$ cat src/rtl/store_data_buffer.sv
// ---------------------------------------------------------------------------
// store_data_buffer
//
// Decouples CPU stores from a single-outstanding memory write port. Each
// accepted store is checked for natural alignment, formatted into a
// word-aligned address plus lane-replicated data and byte enables, and queued
// in a small FIFO. A two-state write engine (IDLE/BUSY) drains the FIFO one
// entry at a time. It holds Mem_Req and the write fields stable until Mem_Ack.
//
// Parameters
//   DEPTH     FIFO entries; legal values are 2 and 4.
//
// Ports
//   CLK       clock, all state updates on the rising edge
//   Reset     synchronous, active-high reset
//   St_Valid  store request valid
//   St_Ready  buffer can accept a store (FIFO occupancy < DEPTH)
//   St_Addr   store byte address
//   St_Data   store data, right-justified
//   St_Size   00 byte, 01 half, 10 word, 11 reserved (always rejected)
//   Mem_Req   memory write request (high while BUSY)
//   Mem_Ack   memory write accepted (ignored while IDLE)
//   Mem_Addr  word-aligned write address
//   Mem_Data  lane-aligned write data
//   Mem_BE    byte enables, bit i covers Mem_Data[8i+7:8i]
//   Misalign  one-cycle pulse the cycle after a rejected store
//   Empty     nothing queued and nothing in flight
//   Count     FIFO occupancy plus one while a write is in flight
// ---------------------------------------------------------------------------
module store_data_buffer #(
  parameter int DEPTH = 4
) (
  input  logic        CLK,
  input  logic        Reset,
  input  logic        St_Valid,
  output logic        St_Ready,
  input  logic [31:0] St_Addr,
  input  logic [31:0] St_Data,
  input  logic [1:0]  St_Size,
  output logic        Mem_Req,
  input  logic        Mem_Ack,
  output logic [31:0] Mem_Addr,
  output logic [31:0] Mem_Data,
  output logic [3:0]  Mem_BE,
  output logic        Misalign,
  output logic        Empty,
  output logic [2:0]  Count
);

  // Pointers wrap naturally because both legal depths are powers of two.
  localparam int         PTR_W   = (DEPTH > 2) ? 2 : 1;
  localparam logic [2:0] DEPTH_L = 3'(DEPTH);

  localparam logic [1:0] SZ_BYTE = 2'b00;
  localparam logic [1:0] SZ_HALF = 2'b01;
  localparam logic [1:0] SZ_WORD = 2'b10;

  typedef enum logic {
    IDLE = 1'b0,
    BUSY = 1'b1
  } state_t;

  // A queue entry packs {addr[31:2], data[31:0], be[3:0]}. The two low
  // address bits are always zero, so they are not stored.
  localparam int ENTRY_W = 30 + 32 + 4;

  logic [ENTRY_W-1:0] entry_mem [DEPTH];

  state_t             state_reg, state_next;
  logic [PTR_W-1:0]   wr_ptr_reg, rd_ptr_reg;
  logic [2:0]         occ_reg, occ_next;
  logic [31:0]        mem_addr_reg;
  logic [31:0]        mem_data_reg;
  logic [3:0]         mem_be_reg;
  logic               misalign_reg;

  logic               accept;
  logic               misaligned;
  logic               push;
  logic               pop;
  logic               mem_req_comb;
  logic [31:0]        fmt_data;
  logic [3:0]         fmt_be;
  logic [ENTRY_W-1:0] head;

  // -------------------------------------------------------------------------
  // Store acceptance and alignment
  // -------------------------------------------------------------------------
  assign St_Ready = (occ_reg < DEPTH_L);
  assign accept   = St_Valid & St_Ready;

  always_comb begin
    misaligned = 1'b0;
    case (St_Size)
      SZ_BYTE: misaligned = 1'b0;
      SZ_HALF: misaligned = St_Addr[0];
      SZ_WORD: misaligned = (St_Addr[1:0] != 2'b00);
      default: misaligned = 1'b1;
    endcase
  end

  // Rejected stores are consumed (handshake completes) but never queued.
  assign push = accept & ~misaligned;

  // -------------------------------------------------------------------------
  // Lane formatting. Each byte lane picks its source byte from the size:
  // bytes replicate St_Data[7:0], halves replicate St_Data[15:0], words pass
  // straight through. The enables select which replicated copy memory keeps.
  // -------------------------------------------------------------------------
  genvar gi;
  generate
    for (gi = 0; gi < 4; gi++) begin : g_lane
      assign fmt_data[8*gi +: 8] =
          (St_Size == SZ_BYTE) ? St_Data[7:0] :
          (St_Size == SZ_HALF) ? St_Data[8*(gi%2) +: 8] :
                                 St_Data[8*gi +: 8];

      assign fmt_be[gi] =
          (St_Size == SZ_BYTE) ? (St_Addr[1:0] == 2'(gi)) :
          (St_Size == SZ_HALF) ? (St_Addr[1] == 1'(gi / 2)) :
                                 1'b1;
    end
  endgenerate

  // -------------------------------------------------------------------------
  // Entry storage. No reset is needed: the pointers and the occupancy decide
  // which entries are live. The head is captured into the write registers on
  // a pop, so the array only sees a registered read.
  // -------------------------------------------------------------------------
  always_ff @(posedge CLK) begin
    if (push) begin
      entry_mem[wr_ptr_reg] <= {St_Addr[31:2], fmt_data, fmt_be};
    end
  end

  assign head = entry_mem[rd_ptr_reg];

  // -------------------------------------------------------------------------
  // Write engine: next state and outputs.
  // The engine only looks at the registered occupancy. A store pushed in
  // this cycle therefore cannot be popped until the next one, which gives
  // the two-cycle store-to-request latency and no bypass path.
  // -------------------------------------------------------------------------
  always_comb begin
    state_next   = state_reg;
    pop          = 1'b0;
    mem_req_comb = 1'b0;
    case (state_reg)
      IDLE: begin
        if (occ_reg != 3'd0) begin
          pop        = 1'b1;
          state_next = BUSY;
        end
      end
      BUSY: begin
        mem_req_comb = 1'b1;
        if (Mem_Ack) begin
          if (occ_reg != 3'd0) begin
            // Back-to-back: the next head replaces the acknowledged write.
            pop = 1'b1;
          end else begin
            state_next = IDLE;
          end
        end
      end
      default: begin
        state_next = IDLE;
      end
    endcase
  end

  // A push and a pop in the same cycle cancel out in the occupancy.
  always_comb begin
    occ_next = occ_reg;
    case ({push, pop})
      2'b10:   occ_next = occ_reg + 3'd1;
      2'b01:   occ_next = occ_reg - 3'd1;
      default: occ_next = occ_reg;
    endcase
  end

  // -------------------------------------------------------------------------
  // State registers
  // -------------------------------------------------------------------------
  always_ff @(posedge CLK) begin
    if (Reset) begin
      state_reg    <= IDLE;
      wr_ptr_reg   <= '0;
      rd_ptr_reg   <= '0;
      occ_reg      <= 3'd0;
      mem_addr_reg <= 32'd0;
      mem_data_reg <= 32'd0;
      mem_be_reg   <= 4'd0;
      misalign_reg <= 1'b0;
    end else begin
      state_reg    <= state_next;
      occ_reg      <= occ_next;
      misalign_reg <= accept & misaligned;

      if (push) begin
        wr_ptr_reg <= wr_ptr_reg + PTR_W'(1);
      end

      if (pop) begin
        rd_ptr_reg   <= rd_ptr_reg + PTR_W'(1);
        mem_addr_reg <= {head[ENTRY_W-1:36], 2'b00};
        mem_data_reg <= head[35:4];
        mem_be_reg   <= head[3:0];
      end
    end
  end

  // -------------------------------------------------------------------------
  // Outputs
  // -------------------------------------------------------------------------
  assign Mem_Req  = mem_req_comb;
  assign Mem_Addr = mem_addr_reg;
  assign Mem_Data = mem_data_reg;
  assign Mem_BE   = mem_be_reg;
  assign Misalign = misalign_reg;
  assign Count    = occ_reg + {2'b00, (state_reg == BUSY)};
  assign Empty    = (Count == 3'd0);

endmodule

$ cat config.mk
export PLATFORM = sky130hd
export DESIGN_NAME = store_data_buffer
export DESIGN_NICKNAME = d
export VERILOG_FILES = /design/src/rtl/store_data_buffer.sv
export SDC_FILE = /design/constraint.sdc
export NUM_CORES = 1
export LEC_CHECK = 0
export CAP_MARGIN = 10
export CORE_UTILIZATION = 38
export DETAILED_ROUTE_END_ITERATION = 7
export GPL_TIMING_DRIVEN = 0
export PLACE_DENSITY_LB_ADDON = 0.25
export SKIP_LAST_GASP = 1
export SLEW_MARGIN = 20
export SYNTH_ARGS = -nofsm -noshare
export SYNTH_HDL_FRONTEND = slang
export SYNTH_SLANG_ARGS = --single-unit
$ cat constraint.sdc
create_clock -name CLK -period 2.95 [get_ports CLK]
set_input_delay 0.59 -clock CLK [delete_from_list [all_inputs] [get_ports CLK]]
set_output_delay 0.59 -clock CLK [all_outputs]
set_load 0.02 [all_outputs]
==> results of run 1 <==
==> area by class of cell <==
class	count	share of cell area
Tap cell	442	0.0349
Inverter	10	0.00237
Clock buffer	47	0.0661
Timing Repair Buffer	146	0.0958
Sequential cell	339	0.596
Buffer	37	0.0149
Clock inverter	21	0.0118
Multi-Input combinational cell	231	0.178
Antenna cell	1	0.000158
==> per-layer routing <==
metal  routed length, um  global-route usage  up-vias
li1                    -                   -     2882
met1               12300               0.223     3358
met2               13400               0.280      162
met3                1120              0.0297       40
met4                 550              0.0497        4
met5                  26                   0        -
==> synthesized netlist by cell type (all sizes together), types with 2 or more instances <==
cell type	count	area, um^2
o21ai	11	55.1
ha	7	87.6
mux2i	9	90.1
o21bai	2	15.0
nor2	10	37.5
a21o	2	15.0
mux2	17	191
and2	4	25.0
clkbuf	10	37.5
buf	27	198
nor3	4	20.0
inv	10	37.5
edfxtp	264	7930
mux4	66	1490
a21oi	6	33.8
nand2	9	33.8
or3	3	18.8
nand2b	4	25.0
xor2	3	26.3
a22o	66	578
dfxtp	75	1500
==> worst max-delay path by stage <==
stage	endpoint	slack, ps	cells past startpoint
floorplan	entry_mem[0][0]	700	3
global placement	entry_mem[0][62]	-710	4
detailed placement	occ_reg[2]	40	10
CTS	Empty	150	5
global route	Empty	70	5
finish	Empty	190	4
==> stage by stage <==
step                      cell area (um^2)  TNS (ps)  hold slack (ps)
after floorplan                      12500         0              481
after global placement               14500   -175720              460
after detailed placement             14600         0              464
after CTS                            15800         0              480
after global routing                 15800         0              491
final                                15800         0              475
==> critical path, stage by stage (launching register included) <==
cell and delay (ps):
dfxtp_1 350, ha_1 210, ha_1 290, nor3_1 180, clkdlybuf4s50_1 630
==> logic make-up (layout without fill, tap and decap cells) <==
| kind of cell | Yosys count | after routing | share of synthesized area |
|---|---|---|---|
| flip-flops | 339 | 339 | 0.754 |
| multiplexers | 92 | 92 | 0.141 |
| AO/OA/AOI/OAI | 91 | 91 | 0.0586 |
| buffers and inverters | 47 | 261 | 0.0218 |
| AND/OR/NAND/NOR | 35 | 35 | 0.0133 |
| adder cells (fa/ha/maj) | 8 | 8 | 0.00860 |
| XOR/XNOR | 3 | 3 | 0.00210 |
| other | 1 | 3 | 0.000300 |
==> power groups by stage <==
stage	Combinational, mW	Clock (mW)	Sequential [mW]
global route	4.42	4.87	6.14
finish	4.11	4.60	6.08
floorplan	2.08	0	6.58
CTS	4.20	4.69	6.09
detailed placement	4.19	0	6.18
global placement	4.14	0	6.19
==> summary.md, run 1 <==
| Metric | Value |
|---|---|
| Die Area | 33600 um^2 |
| Clock sink count | 339 |
| RSZ-0062 raised after global routing | no |
| Clk buf depth | 3 |
| Clk pin slew, worst setup/hold paths | 60 ps |
| Synth Cell Area | 12500 um^2 |
| Finish-stage setup viols | 0 |
| Endpoint class of the critical path | output pin |
| RR Startpoint | occ_reg[2] |
| Max VDD drop | 568 uV |
| Commonest non-fill, non-tap cell in the layout | edfxtp_1 |
| TritonCTS Buffers | 37 |
| Post-CTS Resized | 0 |
| Final HPWL DP | 17500 um |
| IO buf count | 142 |
| Gpl congestion | 0.780 |
| F_max | 362 MHz |
| Pre-CTS setup slack | 37.4 ps |
| Critical Path Source Type | flip-flop |
| Max Fanout on Critical Path | 4 |
| Slew headroom | 0.524 |
| Switching pwr | 4.19 mW |
| DRT Wirelength | 27400 um |
| Yosys cell types | 32 |
| Hold path start | Mem_Addr[31] |
| Combinational power share | 0.278 |
| Arrival @ worst endpoint | 2170 ps |
| Initial Utilization | 0.385 |
| TritonCTS clock tree | done |
| Net count, final | 880 |
| Fillers | 2719 |
| Leakage | 5.28 nW |
| Sequential power share | 0.411 |
| Synthesis Warnings | 0 |
| Starting DRT DRC Count | 288 |
| Vias per cell | 5.06 |
| Biggest register | entry_mem |
| Max-slew violation count | 0 |
| Die width | 183 um |
| Core Area | 32500 um^2 |
| Cts hold-fix bufs | 0 |
| Depth of the worst hold-timing path | 1 |
| Tot GR Track Use | 0.167 |
| Sequential area share after synthesis | 0.754 |
| DR vias | 6446 |
| Remaining DRCs | 0 |
| Min-Delay Path Class | flip-flop to flip-flop |
| GRT overflow | 0 |
| Status | finished clean |
| Flops & latches, synth | 339 |
| Hold Path Sink | Mem_Addr[31] |
| Vias in the first global route | 6814 |
| Pin count of the biggest net entering global routing | 42 |
| Most frequent cells in the layout | 264 x edfxtp_1, 142 x clkdlybuf4s50_1, 75 x dfxtp_1 |
| Final Hold Fails | 0 |
| Post-DRT Antenna Nets | 0 |
| FF-to-FF End | occ_reg[2] |
| Total power | 14.8 mW |
| Clk root buf | clkbuf_16 |
| Io pins | 145 |
| Wirelength per Cell | 21.5 um |
| CP startpoint | state_reg |
| Async SR Flop Fraction | 0 |
| Clk_lat worst skew | 510 ps |
| Post-synth EDFFs | 264 |
| Tmin final | 2760 ps |
| Sw Share | 0.283 |
| Placed cells | 1205 |
| Most used DFF post-synth | edfxtp_1 |
| Max reg flops | 264 |
| Setup ws final | 191 ps |
| Site Rows | 66 |
| Pwr dens | 934 nW/um^2 |
| Final Cycle Share | 0.935 |
| Internal power | 10.6 mW |
| Die height | 183 um |
| Final core utilization | 0.488 |
| MaxCap Viol Count | 0 |
| H-Tree Depth | 2 |
| Layout cells sized above 1 | 0.215 |
| Initial antenna violation count | 3 |
| First-pass GRT wire length | 41400 um |
| Setup bufs post-CTS | 0 |
| Syn Inst Count | 616 |
| Crit Path Category | flip-flop to output pin |
| Mapped Avg Cell Area | 20.3 um^2 |
| Layout Cells excl Fill | 1274 |
| Area of the multi-input gates | 2820 um^2 |
| FF-to-FF path depth | 9 |
| CP Data Required Time | 2360 ps |
| Register Area | 9430 um^2 |
| Clock Skews | 10.5 ps |
| Syn-to-layout area delta | 26.5% |
| Clk pwr share | 0.311 |
| First-pass iteration count of the detailed router | 6 |
| Actual slew at the worst max-slew pin | 712 ps |
| R2R Setup Slk | 640 ps |
(Power assumes the default switching activity.)
==> inputs of run 2 (changes only) <==
Settings changed: CAP_MARGIN 10 to 5, CELL_PAD_IN_SITES_DETAIL_PLACEMENT set to 0, CELL_PAD_IN_SITES_GLOBAL_PLACEMENT set to 2.
==> run 2 against run 1 <==
  * Sequential share of layout area increased by 0.39 points
  * Via count decreased by 1.1%
  * Critical path depth unchanged
  * Highest routed layer is now met4
  * First-iteration DRC count increased by 6.9%
  * Fmax decreased by 0.14%
  * Cell area decreased by 0.65%
  * Die area unchanged
  * Sequential power about the same
  * Core utilization decreased by 0.32 points
==> summary.md, run 2 (synthesized netlist as in run 1, its figures left out) <==
| Metric | Value |
|---|---|
| Status | finished clean |
| Initial Utilization | 0.385 |
| Placed Area | 14600 um^2 |
| F_max | 362 MHz |
| WL met1 | 11400 um |
| Io pins | 145 |
| Leakage | 5.23 nW |
| Cts hold-fix bufs | 0 |
| Crit Path Category | flip-flop to output pin |
| Final Cycle Share | 0.937 |
| Die Area | 33600 um^2 |
| Sequential power share | 0.419 |
| Finish-stage setup viols | 0 |
| Clk buf depth | 3 |
| Core Area | 32500 um^2 |
| CP startpoint | occ_reg[0] |
| Max Fanout on Critical Path | 5 |
| TritonCTS Buffers | 37 |
| Remaining DRCs | 0 |
| Final HPWL DP | 17800 um |
| MaxCap Viol Count | 0 |
| Final Hold Fails | 0 |
| Highest metal used | met4 |
| RR Startpoint | occ_reg[2] |
| Endpoint class of the critical path | output pin |
| Setup TNS | 0 ps |
| Gpl congestion | 0.731 |
| Die height | 183 um |
| Net count, final | 880 |
| Vias per cell | 5.02 |
| Syn-to-layout area delta | 25.7% |
| Pwr dens | 925 nW/um^2 |
| Design area | 15700 um^2 |
| FF-to-FF End | occ_reg[2] |
| GRT overflow | 0 |
| Setup ws final | 187 ps |
| Critical Path Source Type | flip-flop |
| Layout cells sized above 1 | 0.212 |
| First-pass iteration count of the detailed router | 6 |
| Clock Skews | 24.6 ps |
| First-pass GRT wire length | 41100 um |
| Commonest non-fill, non-tap cell in the layout | edfxtp_1 |
| Max VDD drop | 639 uV |
| Post-DRT Antenna Nets | 0 |
| Max-slew violation count | 0 |
| Min-Delay Path Class | flip-flop to flip-flop |
| H-Tree Depth | 2 |
| Switching pwr | 4.13 mW |
| FF-to-FF path depth | 9 |
| RSZ-0062 raised after global routing | no |
| Biggest register | entry_mem |
| IO buf count | 142 |
| Most frequent cells in the layout | 264 x edfxtp_1, 142 x clkdlybuf4s50_1, 75 x dfxtp_1 |
| Tot GR Track Use | 0.167 |
| Post-CTS Resized | 0 |
| Tmin final | 2760 ps |
| Combinational power share | 0.281 |
| Pin count of the biggest net entering global routing | 36 |
| Setup bufs post-CTS | 0 |
| Arrival @ worst endpoint | 2170 ps |
| CP Data Required Time | 2360 ps |
| Clk pin slew, worst setup/hold paths | 60 ps |
| Slew headroom | 0.470 |
| Site Rows | 66 |
| Starting DRT DRC Count | 308 |
| Worst setup endpoint | Empty |
| TritonCTS clock tree | done |
| Clk root buf | clkbuf_16 |
| Sw Share | 0.284 |
| Clock sink count | 339 |
| Wirelength per Cell | 21.7 um |
| DRT Wirelength | 27500 um |
| Vias in the first global route | 6886 |
| Clk_lat worst skew | 510 ps |
| Total length of routed met3 wires | 1570 um |
| Total power | 14.5 mW |
| Actual slew at the worst max-slew pin | 792 ps |
| Pre-CTS setup slack | 31.8 ps |
| Internal power | 10.4 mW |
| Initial antenna violation count | 1 |
| Clk pwr share | 0.299 |
| Routed wl met2 | 14100 um |
| Die width | 183 um |
| Max reg flops | 264 |
| DR vias | 6372 |
| Final core utilization | 0.484 |
| R2R Setup Slk | 580 ps |
## run 2: cell count changes in the layout (fill, tap and decap cells not counted), sizes merged
cell / change
clkbuf: -3
clkinv: -1
## run 2: worst min-delay path by stage
stage | start | endpoint | slack [ps] | cells after the start
after floorplan | wr_ptr_reg[1] | wr_ptr_reg[1] | 480 | 2
after global routing | Mem_Addr[9] | Mem_Addr[9] | 490 | 1
after CTS | Mem_Addr[24] | Mem_Addr[24] | 480 | 1
after global placement | Mem_Addr[20] | Mem_Addr[20] | 460 | 1
after detailed placement | Mem_Addr[24] | Mem_Addr[24] | 470 | 1
final | Mem_Addr[24] | Mem_Addr[24] | 480 | 1
## run 2: critical path, cell delays in order (launching register included)
cell,delay [ps]
dfxtp_1,440
ha_1,190
ha_1,240
nor3_1,190
clkdlybuf4s50_1,630
## run 2: layout make-up
class	instances	area, um^2
fillers	2694	16700
flip-flops and latches	339	9430
multi-input cells	231	2820
repair buffers	146	1500
clock buffers	44	962
well taps	442	553
plain buffers	37	235
clock inverters	20	183
inverters	10	37.5
diodes	1	2.50
## run 2: per-layer routing
metal / GRT usage / up-vias
met2: 0.292 / 168
met3: 0.0315 / 40
li1: - / 2886
met4: 0.0440 / 0
met1: 0.212 / 3278
met5: 0 / -
## run 2: through the flow
stage,hold slack (ps),std cells
4_1_cts,482,1269
6_report,478,1270
2_1_floorplan,481,617
3_3_place_gp,460,1201
5_1_grt,495,1270
3_5_place_dp,468,1205
## run 2: power by group through the flow
stage               registers (mW)  logic, mW  clock network (mW)
finish                        6.10       4.09                4.35
global placement              6.18       4.09                   0
floorplan                     6.58       2.08                   0
global route                  6.16       4.40                4.64
detailed placement            6.20       4.17                   0
CTS                           6.10       4.18                4.46
